<file path="src/rtl/reg_fifo_stream_reader_if.sv">
// reg_fifo_stream_reader_if: FIFO read port plus registered output stream of the reader
interface reg_fifo_stream_reader_if #(
    parameter int DATA_W = 60,
    parameter int CNT_W  = 16
);
    logic              flush;
    logic              fifoEmpty;
    logic [DATA_W-1:0] fifoDataOut;
    logic              fifoPop;
    logic              outValid;
    logic [DATA_W-1:0] outData;
    logic              outReady;
    logic [CNT_W-1:0]  popCount;
    logic              busy;
    modport master (
        output flush, fifoEmpty, fifoDataOut, outReady,
        input  fifoPop, outValid, outData, popCount, busy
    );
    modport slave (
        input  flush, fifoEmpty, fifoDataOut, outReady,
        output fifoPop, outValid, outData, popCount, busy
    );
endinterface

</file>
<file path="src/rtl/reg_fifo_stream_reader.sv">
// reg_fifo_stream_reader: drains a show-ahead register FIFO into a 2-entry registered valid/ready stream
module reg_fifo_stream_reader #(
    parameter int DATA_W = 60,
    parameter int CNT_W  = 16
) (
    input logic                      clockCore,
    input logic                      resetCore,
    reg_fifo_stream_reader_if.slave  bus
);
    typedef enum logic [1:0] {EMPTY = 2'd0, ONE = 2'd1, TWO = 2'd2} occ_e;
    occ_e              occ_q, occ_d;
    logic [DATA_W-1:0] slot0_q, slot0_d, slot1_q, slot1_d;
    logic [CNT_W-1:0]  cnt_q, cnt_d;
    logic              pop_in, beat_out;
    always_comb begin
        // pop depends only on registered occupancy, never on outReady
        pop_in   = ~resetCore & ~bus.fifoEmpty & (bus.flush | (occ_q != TWO));
        beat_out = (occ_q != EMPTY) & bus.outReady;
        occ_d    = occ_q;
        slot0_d  = slot0_q;
        slot1_d  = slot1_q;
        cnt_d    = cnt_q + CNT_W'(beat_out);
        if (bus.flush) occ_d = EMPTY;
        else case (occ_q)
            EMPTY: if (pop_in) begin
                occ_d   = ONE;
                slot0_d = bus.fifoDataOut;
            end
            ONE: if (pop_in & beat_out) slot0_d = bus.fifoDataOut;
            else if (pop_in) begin
                occ_d   = TWO;
                slot1_d = bus.fifoDataOut;
            end
            else if (beat_out) occ_d = EMPTY;
            TWO: if (beat_out) begin
                occ_d   = ONE;
                slot0_d = slot1_q;
            end
            default: occ_d = EMPTY;
        endcase
    end
    always_ff @(posedge clockCore) begin
        if (resetCore) begin
            occ_q   <= EMPTY;
            slot0_q <= '0;
            slot1_q <= '0;
            cnt_q   <= '0;
        end else begin
            occ_q   <= occ_d;
            slot0_q <= slot0_d;
            slot1_q <= slot1_d;
            cnt_q   <= cnt_d;
        end
    end
    assign bus.fifoPop  = pop_in;
    assign bus.outValid = occ_q != EMPTY;
    assign bus.outData  = slot0_q;
    assign bus.popCount = cnt_q;
    assign bus.busy     = (occ_q != EMPTY) | ~bus.fifoEmpty;
endmodule

</file>
<file path="src/flat_wrapper.sv">
// flat-port wrapper written by rule: the top's interface ports become plain ports
module reg_fifo_stream_reader_flat 
#(
    parameter int DATA_W = 60,
    parameter int CNT_W  = 16
)
  (clockCore, resetCore, bus_flush, bus_fifoEmpty, bus_fifoDataOut, bus_outReady, bus_fifoPop, bus_outValid, bus_outData, bus_popCount, bus_busy);
  reg_fifo_stream_reader_if #(.DATA_W(DATA_W), .CNT_W(CNT_W)) bus_i ();
  input logic clockCore;
  input logic resetCore;
  input wire logic [$bits(bus_i.flush)-1:0] bus_flush;
  input wire logic [$bits(bus_i.fifoEmpty)-1:0] bus_fifoEmpty;
  input wire logic [$bits(bus_i.fifoDataOut)-1:0] bus_fifoDataOut;
  input wire logic [$bits(bus_i.outReady)-1:0] bus_outReady;
  output wire logic [$bits(bus_i.fifoPop)-1:0] bus_fifoPop;
  output wire logic [$bits(bus_i.outValid)-1:0] bus_outValid;
  output wire logic [$bits(bus_i.outData)-1:0] bus_outData;
  output wire logic [$bits(bus_i.popCount)-1:0] bus_popCount;
  output wire logic [$bits(bus_i.busy)-1:0] bus_busy;
  assign bus_i.flush = bus_flush;
  assign bus_i.fifoEmpty = bus_fifoEmpty;
  assign bus_i.fifoDataOut = bus_fifoDataOut;
  assign bus_i.outReady = bus_outReady;
  assign bus_fifoPop = bus_i.fifoPop;
  assign bus_outValid = bus_i.outValid;
  assign bus_outData = bus_i.outData;
  assign bus_popCount = bus_i.popCount;
  assign bus_busy = bus_i.busy;
  reg_fifo_stream_reader #(.DATA_W(DATA_W), .CNT_W(CNT_W)) u_core (.clockCore(clockCore), .resetCore(resetCore), .bus(bus_i));
endmodule
</file>
<file path="config.mk">
export PLATFORM = sky130hd
export DESIGN_NAME = reg_fifo_stream_reader_flat
export DESIGN_NICKNAME = d
export VERILOG_FILES = /design/src/rtl/reg_fifo_stream_reader_if.sv /design/src/rtl/reg_fifo_stream_reader.sv /design/src/flat_wrapper.sv
export SDC_FILE = /design/constraint.sdc
export NUM_CORES = 1
export LEC_CHECK = 0
export CORE_ASPECT_RATIO = 0.9
export CORE_UTILIZATION = 50
export DETAILED_ROUTE_END_ITERATION = 8
export PLACE_DENSITY_LB_ADDON = 0.3
export SETUP_SLACK_MARGIN = 0.02
export SYNTH_ARGS = -nofsm -noshare
export SYNTH_HDL_FRONTEND = slang
export SYNTH_SLANG_ARGS = --single-unit
export TNS_END_PERCENT = 100
</file>
<file path="constraint.sdc">
create_clock -name clockCore -period 3.9 [get_ports clockCore]
set_clock_uncertainty 0.1 [all_clocks]
set_input_delay 0.78 -clock clockCore [delete_from_list [all_inputs] [get_ports clockCore]]
set_output_delay 0.78 -clock clockCore [all_outputs]
set_load 0.005 [all_outputs]
</file>
==> results of run 1 <==
==> registers in the layout, summed over array words and instances (netlist names) <==
register	count
u_core.slot1_q	60
u_core.occ_q	2
u_core.bus.outData	60
u_core.bus.popCount	16
==> where the power goes <==
group          leakage (nW)  total, mW  internal, mW  switching (mW)
sequential             1.12       1.47          1.45          0.0232
combinational          1.55      0.315         0.169           0.146
clock                 0.293       1.59          1.02           0.571
==> synthesized netlist by cell type (all sizes together) <==
cell type | number | share of area [%]
dfxtp | 138 | 48
nand2 | 127 | 8.3
a21oi | 123 | 11
mux2i | 61 | 11
a311oi | 60 | 9.2
clkbuf | 34 | 2.2
buf | 29 | 3.0
nor2 | 19 | 1.2
xnor2 | 9 | 1.4
nand3 | 7 | 0.61
inv | 5 | 0.33
nor3 | 5 | 0.52
nor2b | 4 | 0.48
nor4 | 4 | 0.44
mux2 | 2 | 0.39
nand4 | 2 | 0.22
o21ai | 2 | 0.17
or3 | 2 | 0.22
xor2 | 2 | 0.31
a2111oi | 1 | 0.15
and2 | 1 | 0.11
and3 | 1 | 0.11
ha | 1 | 0.22
nand2b | 1 | 0.11
nand3b | 1 | 0.13
o211ai | 1 | 0.13
o22ai | 1 | 0.11
o41ai | 1 | 0.48
==> stage by stage <==
stage / util (%) / cells / instance area [sq um] / total power [mW] / setup WS (ns)
finish: 70.5 / 915 / 7750 / 3.38 / 0.929
CTS: 70.5 / 915 / 7750 / 3.40 / 0.925
floorplan: - / 644 / 5740 / 1.64 / 1.61
global route: 70.5 / 915 / 7750 / 3.50 / 0.902
detailed placement: 65.1 / 883 / 7150 / 1.81 / 0.851
global placement: 65.1 / 883 / 7150 / 1.81 / 0.937
==> cell families (layout without fill, tap and decap cells) <==
logic type      count (synthesis)  count (layout)
compound gates                189             189
xor+xnor                       11              11
fa+ha+maj                       1               1
buf+inv                        68             187
flops                         138             138
mux                            63              63
simple gates                  174             174
==> worst max path at each step <==
stage | depth (start not counted) | endpoint | startpoint
6_report | 3 | bus_fifoPop | bus_fifoEmpty
5_1_grt | 3 | bus_fifoPop | bus_fifoEmpty
4_1_cts | 3 | bus_fifoPop | bus_fifoEmpty
3_5_place_dp | 6 | u_core.bus.outData[52]$_SDFFE_PP0P_ | bus_outReady
3_3_place_gp | 3 | bus_fifoPop | bus_fifoEmpty
2_1_floorplan | 3 | bus_fifoPop | resetCore
==> per-layer routing <==
layer	wire, um	track usage [%]
met5	0	0
met4	217	8.91
met3	839	6.90
met2	6940	39.5
met1	6360	31.7
==> layout make-up <==
class                      instances  area [sq um]  area share (%)
timing repair buffer             150          1510            19.4
sequential                       138          2760            35.7
clock inverter                     7          87.6            1.13
inverter                           5          20.0           0.258
tap                              152           190            2.46
multi-input combinational        438          2670            34.5
clock buffer                      25           505            6.53
==> critical path: cells and delay by family <==
kind | cells | cell delay (ns)
buf+inv | 2 | 1.07
simple gates | 1 | 0.24
==> qor_table.md, run 1 <==
| Quantity | This run |
|---|---|
| Finish-stage setup viols | 0 |
| NumNets Final | 816 |
| Setup Fix Bufs, Post-CTS | 0 |
| Reg2reg setup slack | 1.67 ns |
| Hold Crit Start | u_core.slot1_q[45]$_SDFFE_PP0P_ |
| Critical R2R Capture | u_core.bus.popCount[14]$_SDFF_PP0_ |
| Number of cells upsized or downsized after cts | 0 |
| Vias per cell | 5.60 |
| DP HPWL | 8970 um |
| Share of layout cells above drive strength 1 | 5.77% |
| Total count of max-transition violations in the final report | 0 |
| Register clock-pin slew on the reported worst setup and hold paths | 0.05 ns |
| LEAKAGE | 2.96 nW |
| Post-Syn Area per Cell | 8.91 sq um |
| Arr. time, crit path | 2.09 ns |
| Buffers on Ports | 143 |
| Commonest non-fill, non-tap cell in the layout | sky130_fd_sc_hd__clkdlybuf4s50_1 |
| Warnings, synthesis | 0 |
| IR Drop Worst-Case VDD | 0.000269 V |
| Total CTS buffers | 17 |
| Worst Hold Depth | 2 |
| Count of inserted antenna diode cells | 0 |
| Weighted congestion at the end of routability-driven global placement | 0.807 |
| Maximum capacitance violations | 0 |
| Endpoint required time on the critical path | 3.02 ns |
| Sequential area share after synthesis | 48.1% |
| Remaining number of nets flagged by the antenna check after routing | 0 |
| Worst setup EP type | output port |
| Number of cells produced by synthesis | 644 |
| Worst setup path class | primary input to output port |
| Detailed-route wire length | 14400 um |
| Final-layout setup total negative slack | 0 ns |
| Largest buffer count on any clock path | 2 |
| Post-synthesis mux area share | 11.0% |
| Floorplan row count | 36 |
| Total vias in the final route | 5124 |
| Hold buffer count at cts | 0 |
| Startpoint types | primary input |
| Period Utilization, post-route | 76.2% |
| Cell with the largest stage delay on the worst path | sky130_fd_sc_hd__clkdlybuf4s50_1 |
| Basic-gate share of the synthesized area counting and, or, nand and nor cells | 12.5% |
| Actual transition at the worst max-transition pin | 1.06 ns |
| Die X | 115 um |
| Dominant combinational cell family by area after synthesis | compound AO/OA/AOI/OAI gates |
| Layout-stage area growth over the synthesis result | 35.0% |
| Initial Utilization | 52.2% |
| Max-slew headroom | 29.4% |
| FF+latch count, synth | 138 |
| Status | finished, final reports clean |
| RR Startpoint | u_core.occ_q[1]$_SDFFE_PP0P_ |
| H-tree levels | 4 |
| Most frequent cells in the layout | sky130_fd_sc_hd__clkdlybuf4s50_1 (142), sky130_fd_sc_hd__dfxtp_1 (138), sky130_fd_sc_hd__nand2_1 (127), sky130_fd_sc_hd__a21oi_1 (123), sky130_fd_sc_hd__mux2i_1 (61) |
| TritonCTS clock tree | done |
| Endpoint with the worst hold slack | u_core.slot1_q[45]$_SDFFE_PP0P_ |
| Most common cell type on the critical path | sky130_fd_sc_hd__clkdlybuf4s50_1 |
| Global-route congestion overflow total | 0 |
| Maximum number of pins on one net before global-route repair | 74 |
| Cell at the root of the clock tree | sky130_fd_sc_hd__clkbuf_16 |
| Post-synthesis instance area | 5740 sq um |
| Unrepaired setup endpoints after global routing | false |
| Total Routing Usage GR | 24.7% |
| Skew-Pair Late Insertion Delay | 0.41 ns |
| Wire length per cell after detailed routing | 15.7 um |
| Antenna violations before repair | 0 |
| # clock sinks | 138 |
| Synth Area in XOR/XNOR | 1.68% |
| Hold Path Class | register to register |
| Crit Path Max Fanout | 5 |
| Number of global-route vias before repair | 4801 |
| Die span in y | 104 um |
| Cell Chain, Critical Path | clkdlybuf4s50_1, nor3_1, clkdlybuf4s50_1 |
| Maximum cell stage delay along the critical path | 0.54 ns |
| Cell variety after synth | 33 |
| Worst R2R Path Depth | 7 |
| Layout fillers | 860 |
| Fin. Hold Viols | 0 |
| Power per cell area | 436 nW/um^2 |
| Maximum clock rate | 337 MHz |
| DRC marker count from the first detailed-route iteration | 358 |
| 1st-pass router iterations | 7 |
| Complex-gate fraction of the synthesized area | 20.9% |
| Top-level port count | 144 |
| Syn Nets | 710 |
| Adder-cell area share of the yosys netlist | 0.218% |
| Area of the core | 11000 sq um |
| Area of the die | 11900 sq um |
| Final period demand of the worst path | 2.97 ns |
| Hold WS | 0.352 ns |
| Global-route wire length before repair | 23300 um |
| DRC violations left | 0 |
No activity file was read; power rests on OpenSTA's default activity.
==> inputs of run 2 (changes only) <==
--- a/config.mk
+++ b/config.mk
@@ -6,7 +6,7 @@
 export NUM_CORES = 1
 export LEC_CHECK = 0
 export CORE_ASPECT_RATIO = 0.9
-export CORE_UTILIZATION = 50
+export CORE_UTILIZATION = 49
 export DETAILED_ROUTE_END_ITERATION = 8
 export PLACE_DENSITY_LB_ADDON = 0.3
 export SETUP_SLACK_MARGIN = 0.02
==> constraint.sdc (replaced) <==
create_clock -name clockCore -period 2.8 [get_ports clockCore]
set_clock_uncertainty 0.1 [all_clocks]
set_input_delay 0.56 -clock clockCore [delete_from_list [all_inputs] [get_ports clockCore]]
set_output_delay 0.56 -clock clockCore [all_outputs]
set_load 0.005 [all_outputs]
==> run 2 against run 1 <==
Combinational power is 42% higher. Count of clock-buffer cells in the layout is 2 lower. First-iteration DRC count is 3.1% lower. Setup slack worse by 0.63 ns. Core utilization is 2.1 points lower. Sequential power is 39% higher. Wire length is 1.6% higher. Die area is 2.0% higher. Design area is 0.90% higher. Register-to-register slack worse by 1.1 ns. Largest power group unchanged. Highest routed layer unchanged.
==> qor_table.md, run 2 (synthesis results as in run 1) <==
| Quantity | This run | Change |
|---|---|---|
| 1st-pass router iterations | 4 | -3 |
| Maximum number of pins on one net before global-route repair | 107 | +45% |
| # clock sinks | 138 | unchanged |
| Skew-Pair Late Insertion Delay | 0.41 ns | about the same |
| DRC violations left | 0 | unchanged |
| Total power | 4.76 mW | +41% |
| Number of cells upsized or downsized after cts | 0 | unchanged |
| Total CTS buffers | 17 | unchanged |
| Kind of cell adding the most delay to the critical path | buffers and inverters |  |
| TritonCTS clock tree | done |  |
| Most common cell type on the critical path | sky130_fd_sc_hd__clkdlybuf4s50_1 |  |
| Cell Chain, Critical Path | clkdlybuf4s50_1, nor3_1, clkdlybuf4s50_1 |  |
| Power per cell area | 609 nW/um^2 | +40% |
| Finish-stage setup viols | 0 | unchanged |
| Commonest non-fill, non-tap cell in the layout | sky130_fd_sc_hd__clkdlybuf4s50_1 |  |
| Remaining number of nets flagged by the antenna check after routing | 0 | unchanged |
| Total Routing Usage GR | 24.7% | about the same |
| Number of buffers and inverters on the critical path | 2 | unchanged |
| Vias per cell | 5.57 | -0.45% |
| Largest buffer count on any clock path | 2 | unchanged |
| Number of global-route vias before repair | 4849 | +1.0% |
| Startpoint types | primary input |  |
| Total vias in the final route | 5151 | +0.53% |
| NumNets Final | 821 | +0.61% |
| Register clock-pin slew on the reported worst setup and hold paths | 0.06 ns | about the same |
| Die span in y | 105 um | +0.99% |
| IR Drop Worst-Case VDD | 0.000379 V | +41% |
| Share of layout cells above drive strength 1 | 6.64% | +0.87 points |
| Global-route wire length before repair | 23800 um | +2.1% |
| Area of the core | 11400 sq um | +4.0% |
| Worst setup path class | primary input to output port |  |
| Top-level port count | 144 | unchanged |
| Fin. Hold Viols | 0 | unchanged |
| Period Utilization, post-route | 89.4% |  |
| Area of the die | 12200 sq um | +2.0% |
| Final-layout setup total negative slack | 0 ns | unchanged |
| Max-slew headroom | 29.9% | +0.50 points |
| Final cell utilization of the core | 68.4% | -2.1 points |
| LEAKAGE | 2.99 nW | +0.95% |
| Hold Path Class | primary input to register |  |
| Arr. time, crit path | 1.84 ns | -0.25 ns |
| Worst setup EP type | output port |  |
| Final period demand of the worst path | 2.50 ns |  |
| H-tree levels | 4 | unchanged |
| Total count of max-transition violations in the final report | 0 | unchanged |
| Status | finished, final reports clean |  |
| Detailed-route wire length | 14600 um | +1.6% |
| Layout-stage area growth over the synthesis result | 36.2% |  |
| Cell with the largest stage delay on the worst path | sky130_fd_sc_hd__clkdlybuf4s50_1 |  |
| Most frequent cells in the layout | sky130_fd_sc_hd__clkdlybuf4s50_1 (142), sky130_fd_sc_hd__dfxtp_1 (138), sky130_fd_sc_hd__nand2_1 (127), sky130_fd_sc_hd__a21oi_1 (123), sky130_fd_sc_hd__mux2i_1 (61) |  |
| Initial Utilization | 50.2% | -2.0 points |
| Floorplan row count | 37 | +2.8% |
| Cell at the root of the clock tree | sky130_fd_sc_hd__clkbuf_16 |  |
| Maximum capacitance violations | 0 | unchanged |
| Hold buffer count at cts | 0 | unchanged |
| Wire length per cell after detailed routing | 15.8 um | +0.61% |
| Weighted congestion at the end of routability-driven global placement | 0.847 | +5.0% |
| Maximum cell stage delay along the critical path | 0.53 ns | about the same |
| Die X | 116 um | +1.0% |
| Setup Fix Bufs, Post-CTS | 0 | unchanged |
| DP HPWL | 9210 um | +2.7% |
| DRC marker count from the first detailed-route iteration | 347 | -3.1% |
| Count of inserted antenna diode cells | 0 | unchanged |
| Unrepaired setup endpoints after global routing | false |  |
| Endpoint required time on the critical path | 2.14 ns | -0.88 ns |
| Antenna violations before repair | 0 | unchanged |
| Buffers on Ports | 143 | unchanged |
| Maximum clock rate | 400 MHz |  |
| Global-route congestion overflow total | 0 | unchanged |
| Crit Path Max Fanout | 5 | unchanged |
| Actual transition at the worst max-transition pin | 1.05 ns | -0.00744 ns |
## run 2: cell count changes in the layout (fill, tap and decap cells not counted)
cell / delta
sky130_fd_sc_hd__clkinvlp_4: +2
sky130_fd_sc_hd__buf_12: +1
sky130_fd_sc_hd__inv_6: +2
sky130_fd_sc_hd__clkbuf_1: -2
sky130_fd_sc_hd__clkinv_2: -2
sky130_fd_sc_hd__buf_4: +4
## run 2: metal layers
layer	vias to the layer above	global-route usage, %	wire length [um]
met2	163	41.0	7180
met1	2432	31.7	6470
met3	20	5.16	738
met5	-	0	0
li1	2536	-	-
met4	0	8.15	196
## run 2: where the power goes
part           internal [mW]  total (mW)  leakage, nW  switching [mW]
Sequential              2.02        2.05         1.12          0.0317
Combinational          0.242       0.448         1.58           0.205
Clock                   1.43        2.26        0.292           0.830
Total                   3.69        4.76         2.99            1.07
## run 2: area by class of cell
cell class / count / area (sq um)
sequential: 138 / 2760
clock buffer: 23 / 498
clock inverter: 9 / 110
inverter: 5 / 20.0
multi-input combinational: 438 / 2670
timing repair buffer: 155 / 1560
fill: 894 / 3620
tap: 156 / 195
## run 2: metrics by stage
step	cell area [sq um]	worst slack (ns)	hold slack, ns	cells
finish	7820	0.298	0.302	924
global route	7820	0.221	0.304	924
CTS	7820	0.286	0.284	924
detailed placement	7210	0.164	0.346	892
global placement	7210	0.227	0.341	892
floorplan	5740	0.924	0.336	644
## run 2: worst paths after layout
check	endpoint	cells past startpoint	slack (ns)	from
setup / recovery	bus_fifoPop	3	0.30	bus_fifoEmpty
hold reg to reg	u_core.slot1_q[58]$_SDFFE_PP0P_	2	0.35	u_core.slot1_q[58]$_SDFFE_PP0P_
hold / removal	u_core.occ_q[1]$_SDFFE_PP0P_	2	0.30	resetCore
setup reg to reg	u_core.bus.outData[32]$_SDFFE_PP0P_	4	0.54	u_core.occ_q[0]$_SDFFE_PP0P_
